`src/rtl/cpu_pkg.sv`:
```
// Shared definitions for the instruction fetch stage.
//   fetch_state_e : fetch control states (FETCH, WAIT, DISCARD)
//   INSN_W        : instruction width
//   PC_INC        : sequential fetch step in bytes
//   DEFAULT_RESET_PC : first fetch address after reset unless overridden
//   next_pc()     : sequential successor of a word address (wraps mod 2^32)
package cpu_pkg;

  localparam int          INSN_W           = 32;
  localparam logic [31:0] PC_INC           = 32'd4;
  localparam logic [31:0] DEFAULT_RESET_PC = 32'h0000_0000;

  typedef enum logic [1:0] {
    FETCH   = 2'd0,
    WAIT    = 2'd1,
    DISCARD = 2'd2
  } fetch_state_e;

  function automatic logic [31:0] next_pc(input logic [31:0] pc);
    return pc + PC_INC;
  endfunction

endpackage

```
`src/rtl/fetch_fifo.sv`:
```
// Prefetch buffer of {pc, insn} pairs with registered head outputs.
// Ports:
//   clk, reset             : clock, asynchronous active-high reset
//   push, push_pc/insn     : write one entry (ignored while flushing)
//   pop                    : remove the head entry
//   flush                  : empty the buffer (wins over push and pop)
//   count                  : number of stored entries, 0..DEPTH
//   head_valid/pc/insn     : registered view of the oldest entry
module fetch_fifo
  import cpu_pkg::*;
#(
  parameter int DEPTH = 4
) (
  input  logic                       clk,
  input  logic                       reset,
  input  logic                       push,
  input  logic [31:0]                push_pc,
  input  logic [INSN_W-1:0]          push_insn,
  input  logic                       pop,
  input  logic                       flush,
  output logic [$clog2(DEPTH+1)-1:0] count,
  output logic                       head_valid,
  output logic [31:0]                head_pc,
  output logic [INSN_W-1:0]          head_insn
);

  localparam int              CW   = $clog2(DEPTH + 1);
  localparam int              PW   = $clog2(DEPTH);
  localparam logic [CW-1:0]   FULL = CW'(DEPTH);

  logic [31:0]       mem_pc   [DEPTH];
  logic [INSN_W-1:0] mem_insn [DEPTH];
  logic [PW-1:0]     rd_ptr, wr_ptr, rd_ptr_nxt;
  logic [CW-1:0]     count_after_pop, count_nxt;
  logic              do_pop, do_push;

  assign do_pop          = pop & (count != '0);
  assign do_push         = push & ~flush & ((count != FULL) | do_pop);
  assign rd_ptr_nxt      = rd_ptr + PW'(do_pop);
  assign count_after_pop = count - CW'(do_pop);
  assign count_nxt       = count_after_pop + CW'(do_push);

  always_ff @(posedge clk) begin
    if (do_push) begin
      mem_pc[wr_ptr]   <= push_pc;
      mem_insn[wr_ptr] <= push_insn;
    end
  end

  // The head register is reloaded every edge: from storage when an older
  // entry survives the pop, or straight from the push data when the
  // incoming word becomes the only entry.
  always_ff @(posedge clk or posedge reset) begin
    if (reset) begin
      rd_ptr     <= '0;
      wr_ptr     <= '0;
      count      <= '0;
      head_valid <= 1'b0;
      head_pc    <= '0;
      head_insn  <= '0;
    end else if (flush) begin
      rd_ptr     <= '0;
      wr_ptr     <= '0;
      count      <= '0;
      head_valid <= 1'b0;
    end else begin
      if (do_push) wr_ptr <= wr_ptr + PW'(1);
      rd_ptr     <= rd_ptr_nxt;
      count      <= count_nxt;
      head_valid <= (count_nxt != '0);
      if (count_after_pop != '0) begin
        head_pc   <= mem_pc[rd_ptr_nxt];
        head_insn <= mem_insn[rd_ptr_nxt];
      end else if (do_push) begin
        head_pc   <= push_pc;
        head_insn <= push_insn;
      end
    end
  end

endmodule

```
`src/rtl/fetch_queue.sv`:
```
// Instruction fetch stage with prefetch buffer.
// Ports:
//   clk, reset          : clock, asynchronous active-high reset
//   imem_req/addr       : registered fetch request and word address
//   imem_ack/rdata      : memory completes the request this cycle
//   ins_valid/data/pc   : head of the prefetch buffer toward decode
//   ins_ready           : decode takes the head this cycle
//   redirect/_pc        : one-cycle pulse that flushes and restarts fetch
//   fsm_state           : current fetch state (debug visibility)
// Handshakes: a memory transfer completes on any edge where imem_req and
// imem_ack are both high; imem_addr is held while imem_req is high and no
// ack has arrived. A decode transfer completes on any edge where ins_valid
// and ins_ready are both high; ins_* stay stable until then.
module fetch_queue
  import cpu_pkg::*;
#(
  parameter int          DEPTH    = 4,
  parameter logic [31:0] RESET_PC = DEFAULT_RESET_PC
) (
  input  logic              clk,
  input  logic              reset,
  output logic              imem_req,
  output logic [31:0]       imem_addr,
  input  logic              imem_ack,
  input  logic [INSN_W-1:0] imem_rdata,
  output logic              ins_valid,
  output logic [INSN_W-1:0] ins_data,
  output logic [31:0]       ins_pc,
  input  logic              ins_ready,
  input  logic              redirect,
  input  logic [31:0]       redirect_pc,
  output logic [1:0]        fsm_state
);

  localparam int            CW   = $clog2(DEPTH + 1);
  localparam logic [CW-1:0] FULL = CW'(DEPTH);

  fetch_state_e  state;
  logic [31:0]   fetch_pc;
  logic [31:0]   target;
  logic [CW-1:0] fifo_count;
  logic          pop, push, room_now, room_after;

  assign fsm_state = state;
  assign pop       = ins_valid & ins_ready;
  // A word acked while redirecting belongs to the old stream: never stored.
  assign push      = (state == WAIT) & imem_ack & ~redirect;
  assign target    = redirect_pc & 32'hFFFF_FFFC;

  // Outstanding requests always have a reserved slot, so "room" is judged
  // on count plus the request being issued.
  assign room_now   = fifo_count < FULL;
  assign room_after = (fifo_count + CW'(1) - CW'(pop)) < FULL;

  always_ff @(posedge clk or posedge reset) begin
    if (reset) begin
      state     <= FETCH;
      imem_req  <= 1'b0;
      imem_addr <= RESET_PC;
      fetch_pc  <= RESET_PC;
    end else if (redirect) begin
      fetch_pc <= target;
      if (state != FETCH) begin
        if (imem_ack) begin
          state    <= FETCH;
          imem_req <= 1'b0;
        end else begin
          // Old request must still complete on the bus; its data is dropped.
          state <= DISCARD;
        end
      end
    end else begin
      case (state)
        FETCH: begin
          if (room_now) begin
            imem_req  <= 1'b1;
            imem_addr <= fetch_pc;
            state     <= WAIT;
          end
        end
        WAIT: begin
          if (imem_ack) begin
            fetch_pc <= next_pc(fetch_pc);
            if (room_after) begin
              imem_addr <= next_pc(fetch_pc);
            end else begin
              imem_req <= 1'b0;
              state    <= FETCH;
            end
          end
        end
        DISCARD: begin
          if (imem_ack) begin
            if (room_now) begin
              imem_addr <= fetch_pc;
              state     <= WAIT;
            end else begin
              imem_req <= 1'b0;
              state    <= FETCH;
            end
          end
        end
        default: begin
          imem_req <= 1'b0;
          state    <= FETCH;
        end
      endcase
    end
  end

  fetch_fifo #(
    .DEPTH(DEPTH)
  ) u_fifo (
    .clk       (clk),
    .reset     (reset),
    .push      (push),
    .push_pc   (imem_addr),
    .push_insn (imem_rdata),
    .pop       (pop),
    .flush     (redirect),
    .count     (fifo_count),
    .head_valid(ins_valid),
    .head_pc   (ins_pc),
    .head_insn (ins_data)
  );

endmodule

```
`config.mk`:
```
export PLATFORM = sky130hd
export DESIGN_NAME = fetch_queue
export DESIGN_NICKNAME = d
export VERILOG_FILES = /design/src/rtl/cpu_pkg.sv /design/src/rtl/fetch_fifo.sv /design/src/rtl/fetch_queue.sv
export SDC_FILE = /design/constraint.sdc
export NUM_CORES = 1
export LEC_CHECK = 0
export BUFFER_PORTS_ARGS = -buffer_cell sky130_fd_sc_hd__buf_2
export CAP_MARGIN = 40
export CELL_PAD_IN_SITES_DETAIL_PLACEMENT = 2
export CELL_PAD_IN_SITES_GLOBAL_PLACEMENT = 2
export CORE_MARGIN = 10
export CORE_UTILIZATION = 30
export CTS_CLUSTER_SIZE = 8
export DETAILED_ROUTE_END_ITERATION = 8
export GPL_ROUTABILITY_DRIVEN = 0
export PLACE_DENSITY = 0.58
export SYNTH_ARGS = -nofsm -noshare
export SYNTH_HDL_FRONTEND = slang
export SYNTH_HIERARCHICAL = 1
export SYNTH_SLANG_ARGS = --single-unit
export TNS_END_PERCENT = 30
```
`constraint.sdc`:
```
create_clock -name clk -period 5 [get_ports clk]
set_input_delay 0.75 -clock clk [delete_from_list [all_inputs] [get_ports clk]]
set_output_delay 0.75 -clock clk [all_outputs]
set_load 0.02 [all_outputs]
```
==> results of run 1 <==
final cells by class:
| class | count | area, µm² |
|---|---|---|
| Fill cell | 5981 | 36890 |
| Sequential cell | 391 | 11070 |
| Multi-Input combinational cell | 804 | 5894 |
| Clock buffer | 98 | 1590 |
| Timing Repair Buffer | 196 | 1197 |
| Tap cell | 765 | 957.2 |
| Inverter | 15 | 58.81 |
| Clock inverter | 2 | 35.03 |
| Antenna cell | 2 | 5.005 |
cells by family after synthesis:
kind of cell,Yosys count
and+or+nand+nor,286
DFF,391
muxes,182
AOI/OAI and AO/OA,250
adders and majority gates,9
buffers and inverters,108
other,1
xor gates and xnor gates,65
registers in the layout, summed over array words and instances (netlist names), 3 cells and up:
name and count:
u_fifo/head_pc 32, u_fifo/mem_insn 128, u_fifo/head_insn 32, u_fifo/mem_pc 128
imem_addr 30, fetch_pc 30, u_fifo/count 3
synth_stat cells (2+ instances only):
cell type / number
nor4_4: 4
a221oi_1: 45
o21ai_1: 10
mux2i_1: 165
and2_1: 8
o22ai_1: 48
a221oi_2: 2
nand3_1: 22
o211ai_1: 17
edfxtp_1: 256
a222oi_1: 17
nor3_2: 5
buf_2: 39
nand4_1: 14
a211o_1: 47
and3_1: 2
xor2_1: 48
nor4_1: 3
inv_1: 15
o21ai_0: 21
a31oi_1: 2
nand4_2: 3
nand2b_1: 2
a21oi_1: 33
nand2_1: 144
and4_1: 2
nor2b_1: 3
clkbuf_1: 36
xnor2_1: 16
buf_12: 6
nor2_1: 55
buf_4: 9
ha_1: 9
nor3_1: 10
mux2_2: 17
dfrtp_1: 135
metrics by stage:
| step | worst slack [ns] | util | hold slack, ns | instances |
|---|---|---|---|---|
| 6_report | 1.628 | 0.3606 | 0.3135 | 2273 |
| 3_5_place_dp | 1.176 | 0.3323 | 0.4758 | 2171 |
| 5_1_grt | 1.348 | 0.3605 | 0.3503 | 2271 |
| 2_1_floorplan | 1.017 | - | 0.5420 | 1303 |
| 4_1_cts | 1.599 | 0.3605 | 0.2900 | 2271 |
| 3_3_place_gp | 0.9849 | 0.3317 | 0.4728 | 2169 |
per-layer routing:
| metal | vias to the layer above | share of wire | track usage |
|---|---|---|---|
| met5 | - | 0 | 0 |
| met4 | 0 | 0.024 | 0.05041 |
| met3 | 72 | 0.046 | 0.03090 |
| met2 | 201 | 0.49 | 0.2643 |
| met1 | 5949 | 0.44 | 0.1929 |
| li1 | 5263 | - | - |
power by group through the flow:
stage / registers (mW) / clock network (mW) / logic, mW
global route: 4.25 / 3.80 / 1.42
floorplan: 4.44 / 0 / 0.452
finish: 4.19 / 3.53 / 1.29
CTS: 4.20 / 3.67 / 1.33
global placement: 4.25 / 0 / 1.30
detailed placement: 4.26 / 0 / 1.33
placed cells by master (no fill, tap or decap), types with 40 or more instances in the layout:
cell type and n:
a211o_1 47, nor2_1 53, dfrtp_1 134, mux2i_1 165, clkbuf_16 57, clkbuf_1 40, o22ai_1 48, buf_2 164
edfxtp_1 256, a221oi_1 45, xor2_1 48, nand2_1 142
worst max-delay path: cells and delay by family, from the launching register on:
kind	cells	cell delay, ns
AOI/OAI and AO/OA	4	0.95
and+or+nand+nor	2	0.79
buffers and inverters	3	0.62
DFF	1	0.40
adders and majority gates	2	0.37
xor gates and xnor gates	1	0.16
worst max path at each step:
stage,startpoint,end,slack (ns),cells past startpoint
6_report,u_fifo/head_valid,u_fifo/head_insn[14],1.63,12
4_1_cts,u_fifo/head_valid,u_fifo/head_insn[14],1.60,12
3_3_place_gp,ins_ready,u_fifo/head_insn[21],0.98,10
3_5_place_dp,ins_ready,u_fifo/head_insn[14],1.18,13
2_1_floorplan,imem_ack,u_fifo/mem_insn[0][0],1.02,8
5_1_grt,u_fifo/head_valid,u_fifo/head_insn[29],1.35,12
==> reports/results.tsv, run 1 <==
metric	value	unit
area delta synth->final	19.24	%
count of final hold-check violations	0	
Fin Setup TNS	0	ns
number of synthesized flops with an enable pin	256	
std cell rows	88	
RSZ-0062 raised after global routing	no	
shortest period the worst path allows	3.372	ns
Min-Delay Path Class	primary input to async pin	
Worst Tran Pin Value	0.8476	ns
CP required	5.52	ns
CTS tree	done	
dominant synthesized flop cell	edfxtp_1	
die height	261.2	µm
share of cells above drive strength 1	0.2039	
Net Sw Frac	0.2825	
Slew headroom	0.4340	
Total GRT Usage	0.1546	
TritonCTS buffer count	55	
first-pass GRT wire length	81050	µm
DIE AREA	68210	µm²
clock-pin slew on the worst setup and hold paths	0.05	ns
Critical Path End Type	flop	
Synth area leaders	edfxtp_1 (44%), dfrtp_1 (19%), mux2i_1 (9.5%)	
io pins	169	
Setup crit start kind	flop	
largest family of logic cells by synthesized area	compound AO/OA/AOI/OAI gates	
clock buffer depth	3	
Post-CTS Resized	0	
clk_skew	0.01080	ns
Gate power share	0.143	
Max-Cap Viols	0	
FF-to-FF Start	u_fifo/head_valid	
Netlist cell types	58	
DP Area	19170	µm²
H-tree Lvls	2	
Buffers on Ports	164	
number of routed nets with antenna violations	0	
Crit path arrival time	3.89	ns
post-synth top area share	0.4406	
DIE WIDTH	261.2	µm
DR vias/cell	5.053	
Simple-Gate Fraction of Synth Area	0.07938	
synth warn	6	
WS Path Type	flop to flop	
total power	9.013	mW
largest area contributor in the netlist	edfxtp_1	
Net Switching	2.546	mW
adder-cell share of the synthesized area	0.006454	
reg-to-reg slack, setup	1.63	ns
WL/cell	23.06	µm
Peak VDD IR	0.2331	mV
pwr dens	433.2	nW/µm²
vias in the first global route	13060	
final instance area	20810	µm²
mux cell area share after synthesis	0.1056	
asr flop ratio synth	0.3453	
worst reg2reg path endpoint	u_fifo/head_insn[14]	
Cells after Synth	1292	
largest net degree at the start of global routing	62	
DP Wirelength	32960	µm
Register-to-Register Path Depth	12	
Post CTS Setup Buffer Count	0	
fmax	296.5	MHz
Seq/Total Area, Yosys	0.6342	
final setup violation count	0	
Pre-antenna DRT Iters	5	
Flop pwr share	0.465	
worst-path fanout max	29	
Starting Density	0.3024	
Skew-Pair Late Insertion Delay	0.59	ns
Leak	8.771	nW
antenna violations before repair	0	
power share of the clock group	0.392	
nets@finish	1541	
crit-path max cell delay	0.52	ns
status	complete, no violations	
DRC	0	
Clock Sinks	391	
clock root buffer master	clkbuf_16	
Post-Syn Area	17450	µm²
post-synthesis compound-gate area fraction	0.1070	
Hold Buf Count CTS	0	
Core Area	57700	µm²
Synth Area per Inst	13.50	µm²
Cell Chain, Critical Path	nand2_1 -> inv_1 -> o31ai_4 -> inv_1 -> ha_1 -> ha_1 -> xnor2_1 -> a31oi_1 -> nand2_2 -> buf_12 -> o22ai_1 -> a211o_1	
via count	11490	
initial DRC count	593	
DRT Wirelength	52420	µm
XOR/XNOR Fraction of Synth Area	0.03306	
Slowest-stage cell, CP	a31oi_1	
Final Max Tran Viols	0	
Overflow after GRT	0	
Pint	6.467	mW
Period Utilization, post-route	0.6745	
Seq cells post-synth	391	
(Power assumes the default switching activity.)
==> run 2: changes to the inputs <==
PLACE_DENSITY = 0.6   (was 0.58)
clock period = 2.9 ns   (was 5 ns; I/O delays follow)
==> run 2 against run 1 <==
  * Sequential cell count stayed put
  * Power is 71% higher
  * Clock power is 68% higher
  * Highest routed layer unchanged
  * Largest power group unchanged
  * Global-route usage is 0.077 points higher
  * Non-clock buffer count is 25 higher
  * Via count is 0.44% higher
  * Core utilization is 0.48 points higher
  * Critical endpoint is now u_fifo/head_insn[13]
==> reports/results.tsv, run 2 (synthesized netlist as in run 1, its figures left out) <==
metric	value	unit	change
count of final hold-check violations	0		unchanged
routing usage on met2	0.2712		was 0.2643
multi-input logic area	5916	µm²	was 5894 µm²
nets@finish	1566		was 1541
TritonCTS buffer count	55		unchanged
DRC	0		unchanged
initial DRC count	603		was 593
Pre-antenna DRT Iters	5		unchanged
Max-Cap Viols	0		unchanged
clock-pin slew on the worst setup and hold paths	0.05	ns	about the same
Crit path buffers/inverters	2		was 3
std cell rows	88		unchanged
Pint	11.02	mW	was 6.467 mW
number of routed nets with antenna violations	0		unchanged
antenna violations before repair	0		unchanged
die height	261.2	µm	unchanged
Period Utilization, post-route	0.9411		was 0.6745
largest net degree at the start of global routing	61		was 62
Clock Sinks	391		unchanged
Cell Chain, Critical Path	o31ai_4 -> inv_1 -> ha_1 -> ha_1 -> xnor2_2 -> and3_2 -> nor2_4 -> buf_12 -> a221oi_1 -> a211o_1		was nand2_1 -> inv_1 -> o31ai_4 -> inv_1 -> ha_1 -> ha_1 -> xnor2_1 -> a31oi_1 -> nand2_2 -> buf_12 -> o22ai_1 -> a211o_1
Net Sw Frac	0.2860		was 0.2825
area delta synth->final	20.84	%	was 19.24%
DP Wirelength	33820	µm	was 32960 µm
first-pass GRT wire length	81970	µm	was 81050 µm
Core Area	57700	µm²	unchanged
final setup violation count	0		unchanged
Crit path arrival time	3.19	ns	was 3.89 ns
Starting Density	0.3024		unchanged
Slew headroom	0.5299		was 0.4340
Slowest-stage cell, CP	dfrtp_1		was a31oi_1
crit-path max cell delay	0.40	ns	was 0.52 ns
Regs by FF count	u_fifo/mem_insn: 128 flops, u_fifo/mem_pc: 128 flops		unchanged
status	complete, no violations		unchanged
H-tree Lvls	2		unchanged
clock buffer depth	3		unchanged
met3 Use GR	0.03610		was 0.03090
worst-path fanout max	32		was 29
clk_skew	0.01752	ns	was 0.01080 ns
DP Area	19470	µm²	was 19170 µm²
vias in the first global route	13080		was 13060
Gate power share	0.147		was 0.143
Skew-Pair Late Insertion Delay	0.59	ns	about the same
Buffers on Ports	164		unchanged
Critical Path End Type	flop		unchanged
via count	11540		was 11490
Setup WS pre-CTS	0.003498	ns	was 1.176 ns
shortest period the worst path allows	2.729	ns	was 3.372 ns
final instance area	21080	µm²	was 20810 µm²
RSZ-0062 raised after global routing	no		unchanged
Setup crit start kind	flop		unchanged
power share of the clock group	0.385		was 0.392
CTS tree	done		unchanged
CP required	3.36	ns	was 5.52 ns
Reg area	11070	µm²	unchanged
pwr dens	731.8	nW/µm²	was 433.2 nW/µm²
Crit path top cell by count	ha_1		
post-route setup slack	0.1707	ns	was 1.628 ns
Total GRT Usage	0.1553		was 0.1546
WS Path Type	flop to flop		unchanged
Overflow after GRT	0		unchanged
DR vias/cell	5.020		was 5.053
GRT busiest layer	met2		unchanged
DRT Wirelength	52950	µm	was 52420 µm
Final Max Tran Viols	0		unchanged
Largest delay share family, worst path	compound AO/OA/AOI/OAI gates		unchanged
total power	15.43	mW	was 9.013 mW
DIE WIDTH	261.2	µm	unchanged
Peak VDD IR	0.4090	mV	was 0.2331 mV
Layout fillers	5923		was 5981
io pins	169		unchanged
WL/cell	23.04	µm	was 23.06 µm
clock root buffer master	clkbuf_16		unchanged
commonest non-fill, non-tap cell in the layout	edfxtp_1		unchanged
most frequent cells in the layout	edfxtp_1 (256), mux2i_1 (165), buf_2 (164), nand2_1 (142), dfrtp_1 (134)		unchanged
Flop pwr share	0.467		was 0.465
Min-Delay Path Class	primary input to flop		was primary input to async pin
end-of-flow core utilization	0.3654		was 0.3606
fmax	366.4	MHz	was 296.5 MHz
Worst Tran Pin Value	0.7052	ns	was 0.8476 ns
grt met1 use	0.1913		was 0.1929
Leak	8.911	nW	was 8.771 nW
DIE AREA	68210	µm²	unchanged
Net Switching	4.412	mW	was 2.546 mW
share of cells above drive strength 1	0.2167		was 0.2039
-- run 2: worst paths after layout --
check,depth (start not counted),endpoint,from,slack (ns)
setup / recovery,10,u_fifo/head_insn[13],u_fifo/count[1],0.17
hold / removal,3,fetch_pc[9],redirect_pc[9],0.06
setup reg to reg,10,u_fifo/head_insn[13],u_fifo/count[1],0.17
hold reg to reg,1,u_fifo/head_insn[1],u_fifo/head_insn[1],0.48
max in group asynchronous,4,u_fifo/head_insn[10],reset,1.62
min in group asynchronous,3,u_fifo/head_pc[9],reset,0.53
-- run 2: cell type report --
cell class,instances,area share
antenna,1,0.0001187
clock buffer,100,0.07424
clock inverter,1,0.0004154
inverter,15,0.002789
multi-input combinational,804,0.2806
sequential,391,0.5249
tap,765,0.04540
timing repair buffer,221,0.07157
-- run 2: metrics by stage --
step                      hold WS [ns]  setup TNS, ns  std cells
after detailed placement        0.4758              0       2194
final                          0.05608              0       2298
after CTS                      0.02056              0       2296
after global routing           0.04438              0       2297
after floorplan                 0.5339         -36.58       1303
after global placement          0.4694              0       2193
-- run 2: metal layers --
metal | part of all wire | vias up
met1 | 0.43 | 5977
met5 | 0 | -
met2 | 0.51 | 187
met4 | 0.018 | 0
li1 | - | 5308
met3 | 0.046 | 64
-- run 2: worst reg2reg max path, delay by kind of cell (launching register included) --
| kind | cells | cell delay [ns] |
|---|---|---|
| simple gates | 2 | 0.57 |
| buf+inv | 2 | 0.36 |
| compound gates | 3 | 0.71 |
| xor+xnor | 1 | 0.17 |
| flops | 1 | 0.40 |
| fa+ha+maj | 2 | 0.39 |
-- run 2: repair_timing --
item	CTS	global route
hold buffers	1	0
endpoints found under the hold margin	33	0
resized for setup	0	4
setup endpoints to repair	0	44
buffers inserted	0	1
-- run 2: power groups by stage --
stage	clock network (mW)	registers [mW]	logic, mW
5_1_grt	6.41	7.30	2.50
4_1_cts	6.14	7.22	2.35
3_3_place_gp	0	7.30	2.29
6_report	5.94	7.21	2.27
2_1_floorplan	0	7.66	0.780
3_5_place_dp	0	7.32	2.34
